==> config.mk <==
export PLATFORM = sky130hd
export DESIGN_NAME = bk_mp_add_ctrl_flat
export DESIGN_NICKNAME = d
export VERILOG_FILES = /design/src/rtl/bk_mp_add_ctrl_if.sv /design/src/rtl/bk_mp_add_ctrl.sv /design/src/flat_wrapper.sv
export SDC_FILE = /design/constraint.sdc
export NUM_CORES = 1
export LEC_CHECK = 0
export BUFFER_PORTS_ARGS = -buffer_cell sky130_fd_sc_hd__buf_2
export CORE_MARGIN = 1.5
export CORE_UTILIZATION = 37
export CTS_CLUSTER_DIAMETER = 200
export CTS_CLUSTER_SIZE = 28
export DETAILED_ROUTE_END_ITERATION = 8
export SKIP_CTS_REPAIR_TIMING = 1
export SYNTH_ARGS = -nofsm -noshare
export SYNTH_HDL_FRONTEND = slang
export SYNTH_SLANG_ARGS = --single-unit
==> constraint.sdc <==
create_clock -name clk -period 11.8 [get_ports clk]
set_clock_uncertainty 0.05 [all_clocks]
set_input_delay 0.59 -clock clk [delete_from_list [all_inputs] [get_ports clk]]
set_output_delay 0.59 -clock clk [all_outputs]
set_load 0.02 [all_outputs]
==> src/rtl/bk_mp_add_ctrl_if.sv <==
// bk_mp_add_ctrl_if: request/result handshake bundle for the multi-precision add sequencer
interface bk_mp_add_ctrl_if #(parameter int WORDS = 4);
  localparam int W = 32 * WORDS;
  logic in_valid, in_ready;
  logic [W-1:0] a, b;
  logic cin, sub;
  logic out_valid, out_ready;
  logic [W-1:0] sum;
  logic cout, ovf;
  modport master (output in_valid, a, b, cin, sub, out_ready, input in_ready, out_valid, sum, cout, ovf);
  modport slave (input in_valid, a, b, cin, sub, out_ready, output in_ready, out_valid, sum, cout, ovf);
endinterface

==> src/rtl/bk_mp_add_ctrl.sv <==
// bk_mp_add_ctrl: word-serial wide add/subtract over one shared 32-bit Brent-Kung adder
module bk_adder_32 (
  input  logic [31:0] a,
  input  logic [31:0] b,
  input  logic        cin,
  output logic [31:0] sum,
  output logic        cout
);
  logic [31:0] p, g9;
  logic gg [0:9][0:31];
  logic pp [0:8][0:31];
  assign p = a ^ b;
  genvar l, i;
  generate
    for (i = 0; i < 32; i++) begin : g_init
      if (i == 0) begin : g_c
        assign gg[0][i] = (a[i] & b[i]) | (p[i] & cin);
      end else begin : g_n
        assign gg[0][i] = a[i] & b[i];
      end
      assign pp[0][i] = p[i];
      assign g9[i] = gg[9][i];
    end
    // levels 1..5 reduce up the tree, 6..9 fill in the remaining prefixes
    for (l = 1; l < 10; l++) begin : g_lvl
      for (i = 0; i < 32; i++) begin : g_bit
        localparam int d = (l <= 5) ? (1 << (l - 1)) : (1 << (9 - l));
        localparam bit hit = (l <= 5) ? ((i + 1) % (2 * d) == 0) : (((i + 1) % (2 * d) == d) && (i >= 3 * d - 1));
        if (hit) begin : g_op
          assign gg[l][i] = gg[l-1][i] | (pp[l-1][i] & gg[l-1][i-d]);
          if (l < 9) begin : g_p
            assign pp[l][i] = pp[l-1][i] & pp[l-1][i-d];
          end
        end else begin : g_pass
          assign gg[l][i] = gg[l-1][i];
          if (l < 9) begin : g_p
            assign pp[l][i] = pp[l-1][i];
          end
        end
      end
    end
  endgenerate
  assign sum = p ^ {g9[30:0], cin};
  assign cout = g9[31];
endmodule

module bk_mp_add_ctrl #(parameter int WORDS = 4) (
  input logic clk,
  input logic rst,
  bk_mp_add_ctrl_if.slave io
);
  localparam int W = 32 * WORDS;
  localparam logic [3:0] last_idx = 4'(WORDS - 1);
  typedef enum logic [1:0] {IDLE, RUN, DONE} state_t;
  state_t state, state_nx;
  logic [W-1:0] a_r, b_r;
  logic sub_r, c_r;
  logic [3:0] idx;
  logic [31:0] aw, bw, sw;
  logic co;
  always_comb begin
    aw = '0;
    bw = '0;
    for (int k = 0; k < WORDS; k++)
      if (idx == 4'(k)) begin
        aw = a_r[32*k +: 32];
        bw = b_r[32*k +: 32];
      end
    bw = sub_r ? ~bw : bw;
  end
  bk_adder_32 u_add (.a(aw), .b(bw), .cin(c_r), .sum(sw), .cout(co));
  always_ff @(posedge clk or posedge rst)
    if (rst) state <= IDLE;
    else state <= state_nx;
  always_comb begin
    state_nx = state;
    case (state)
      IDLE: state_nx = io.in_valid ? RUN : IDLE;
      RUN: state_nx = (idx == last_idx) ? DONE : RUN;
      DONE: state_nx = io.out_ready ? IDLE : DONE;
      default: state_nx = IDLE;
    endcase
  end
  assign io.in_ready = state == IDLE;
  assign io.out_valid = state == DONE;
  always_ff @(posedge clk or posedge rst)
    if (rst) begin
      a_r <= '0;
      b_r <= '0;
      sub_r <= 1'b0;
      c_r <= 1'b0;
      idx <= '0;
      io.sum <= '0;
      io.cout <= 1'b0;
      io.ovf <= 1'b0;
    end else if (state == IDLE && io.in_valid) begin
      a_r <= io.a;
      b_r <= io.b;
      sub_r <= io.sub;
      c_r <= io.sub | io.cin;
      idx <= '0;
    end else if (state == RUN) begin
      for (int k = 0; k < WORDS; k++)
        if (idx == 4'(k)) io.sum[32*k +: 32] <= sw;
      c_r <= co;
      idx <= idx + 4'd1;
      if (idx == last_idx) begin
        io.cout <= co;
        io.ovf <= (aw[31] == bw[31]) && (sw[31] != aw[31]);
      end
    end
endmodule
==> src/flat_wrapper.sv <==
// flat-port wrapper written by rule: the top's interface ports become plain ports
module bk_mp_add_ctrl_flat 
#(parameter int WORDS = 4)
  (clk, rst, io_in_valid, io_a, io_b, io_cin, io_sub, io_out_ready, io_in_ready, io_out_valid, io_sum, io_cout, io_ovf);
  bk_mp_add_ctrl_if #(.WORDS(WORDS)) io_i ();
  input logic clk;
  input logic rst;
  input wire logic [$bits(io_i.in_valid)-1:0] io_in_valid;
  input wire logic [$bits(io_i.a)-1:0] io_a;
  input wire logic [$bits(io_i.b)-1:0] io_b;
  input wire logic [$bits(io_i.cin)-1:0] io_cin;
  input wire logic [$bits(io_i.sub)-1:0] io_sub;
  input wire logic [$bits(io_i.out_ready)-1:0] io_out_ready;
  output wire logic [$bits(io_i.in_ready)-1:0] io_in_ready;
  output wire logic [$bits(io_i.out_valid)-1:0] io_out_valid;
  output wire logic [$bits(io_i.sum)-1:0] io_sum;
  output wire logic [$bits(io_i.cout)-1:0] io_cout;
  output wire logic [$bits(io_i.ovf)-1:0] io_ovf;
  assign io_i.in_valid = io_in_valid;
  assign io_i.a = io_a;
  assign io_i.b = io_b;
  assign io_i.cin = io_cin;
  assign io_i.sub = io_sub;
  assign io_i.out_ready = io_out_ready;
  assign io_in_ready = io_i.in_ready;
  assign io_out_valid = io_i.out_valid;
  assign io_sum = io_i.sum;
  assign io_cout = io_i.cout;
  assign io_ovf = io_i.ovf;
  bk_mp_add_ctrl #(.WORDS(WORDS)) u_core (.clk(clk), .rst(rst), .io(io_i));
endmodule
==> flow_summary.ini <==
[cts]
clockBufferDepth = 3
clkSinkCount = 394
cts_root_buf = clkbuf_16
cts_tree = yes
clkLatencyLatePin_ps = 570
cts_buffers = 18
clkTransAtPathRegs_ps = 110
cts_max_level = 1

[synth]
synthArstFlopShare_pct = 100.0
syn-num-nets = 2363
yosysTopAreaCell = dfrtp_1
ys_ff_latch = 394
syn_inst = 2050
netlist_top_cells_area = dfrtp_1 (54%), nand2_1 (20%), o21ai_0 (4.4%), a221o_1 (2.8%), ha_1 (2.3%)
synth_warnings = 0
synth_area_um2 = 18270
synth_edf_count = 0
netlist-cell-type-count = 52
synth_most_common_cell = nand2_1
synth_area_per_cell_um2 = 8.911
yosysSeqAreaShare_pct = 53.97
ys.flop_type = dfrtp_1
synth_top_area_share_pct = 53.97
synth_common_cells = nand2_1 (990), dfrtp_1 (394), o21ai_0 (161)

[floorplanning]
dieArea_um2 = 50710
start_util_pct = 37.40
die_w_um = 225.2
die_h_um = 225.2
design.core.area_um2 = 48850
io_pins = 394
num_rows = 81

[layout]
fin_nets = 2660
drive_above_1_share_pct = 21.47
antennaDiodeCount = 0
areaGrowthSynthToFinish_pct = 15.86
fillers = 4939
fin_util_pct = 43.33

[grt]
grt_pass1_vias = 15110
antenna_found_initial = 2
grt_max_degree = 262
grt_pass1_wl_um = 89190
grt_util_all_layers_pct = 23.18
gr-total-overflow = 0

[drt]
ant_nets = 0
wl_per_cell_um = 19.67
via_per_inst = 5.016
vias = 15110
drc = 0
drtIter0Drc = 1160
drt_wl_total_um = 59240
dr.pass1.iters = 5

[critical_path]
cpMostUsedCell = fa_1
crit_fanout = 64
arrival_ps = 6170
worst_ep_required_time_ps = 12140
crit_path_end_kind = flip-flop
cp-start-kind = flip-flop
crit_family = compound AO/OA/AOI/OAI gates
r2r_slack_ps = 5970
r2r_end = u_core.io.sum[87]
critPathBufInv = 2
worstPathCellList = inv_1 > ha_1 > nor4b_4 > buf_4 > a221o_1 > o21ai_0 > o21ai_1 > xor2_1 > fa_1 > fa_1 > a211oi_1 > o211ai_1 > a32oi_1 > a21oi_1 > o41ai_1 > fa_1 > xor2_1 > o21ai_0
reg2reg_from = u_core.idx[1]
slowest_delay_ps = 650
setup.worst_path.class = flip-flop to flip-flop
cp_slowest_cell = buf_4
rr_worst_depth = 18

[place]
hpwl_um = 43940
io_buffer_count = 393
gp_congestion = 0.8694
dpl_worst_slack_ps = 6049

[status]
status = finished, final reports clean

[timing]
finalSetupTns_ps = 0
setup_violations = 0
tightest_slew_ps = 1209
final_max_slew_viol_count = 0
hold_viol_final = 0
slew-limit-headroom_pct = 19.38
rsz0062_at_grt = false
period_share_pct = 49.43
fmax_mhz = 171.4
fin_ws_ps = 5967
fin_crit_ps = 5833

[hold_path]
hold_class = primary input to asynchronous set/reset pin

[flow_run]
maxCapViolCount = 0
## final cells by class
class | instances | area (um2) | share of cell area, %
Sequential cell | 394 | 9861 | 46.59
Multi-Input combinational cell | 1504 | 7785 | 36.78
Timing Repair Buffer | 408 | 2092 | 9.885
Tap cell | 664 | 830.8 | 3.926
Clock buffer | 20 | 479.2 | 2.264
Inverter | 21 | 86.33 | 0.4079
Clock inverter | 1 | 30.03 | 0.1419
## how the worst max path moves through the flow
stage / start / end / slack (ps) / cells past startpoint
detailed placement: u_core.idx[1] / u_core.io.sum[55] / 6050 / 18
CTS: u_core.idx[1] / u_core.io.sum[55] / 5990 / 18
global route: u_core.idx[1] / u_core.io.sum[55] / 5580 / 18
global placement: u_core.idx[1] / u_core.io.sum[87] / 6180 / 18
finish: u_core.idx[1] / u_core.io.sum[87] / 5970 / 18
floorplan: rst / u_core.a_r[0] / 210 / 1
## cell usage in the layout (no fill, tap or decap), drive strengths merged, types with 5 or more instances in the layout
| cell | netlist | final |
|---|---|---|
| nand2 | 990 | 990 |
| buf | 36 | 408 |
| dfrtp | 394 | 394 |
| o21ai | 222 | 222 |
| a221o | 53 | 53 |
| xor2 | 45 | 45 |
| ha | 34 | 34 |
| nor2 | 22 | 22 |
| inv | 21 | 21 |
| clkbuf | 95 | 20 |
| fa | 17 | 17 |
| xnor2 | 15 | 15 |
| a21oi | 14 | 14 |
| o31ai | 13 | 13 |
| mux2 | 12 | 12 |
| a221oi | 11 | 11 |
| a21o | 7 | 7 |
| nand4 | 5 | 5 |
## layer usage
metal  up-vias  wire length [um]  GRT usage (%)
met1      7338             26300          31.43
met5         -                 0              0
li1       7225                 -              -
met4         0              1876          6.993
met3        70              3610          4.302
met2       475             27460          37.69
## state kept, by name, summed over array words and instances (netlist names)
name and cells:
u_core.sub_r 1, u_core.io.sum 128, u_core.a_r 128, u_core.io.cout 1, u_core.state 2, u_core.c_r 1, u_core.io.ovf 1, u_core.b_r 128
u_core.idx 4
## logic make-up after synthesis
family                   Yosys count  synth area share (%)
AND/OR/NAND/NOR                 1041                 21.93
flip-flops                       394                 53.97
AO/OA/AOI/OAI                    340                 12.65
buffers and inverters            152                 3.637
XOR/XNOR                          60                 2.877
adder cells (fa/ha/maj)           51                 4.192
multiplexers                      12                0.7397
## stage by stage
| stage | hold slack [ps] | std cells | area, um2 |
|---|---|---|---|
| final | 49.76 | 3012 | 21160 |
| after detailed placement | 407.4 | 2991 | 20650 |
| after floorplan | 390.4 | 2050 | 18270 |
| after CTS | 131.4 | 3012 | 21160 |
| after global placement | 403.2 | 2991 | 20650 |
| after global routing | 145.2 | 3012 | 21160 |
Power is not shown: default switching activity piles up to over one toggle a cycle in this logic, so the estimate is an artifact.
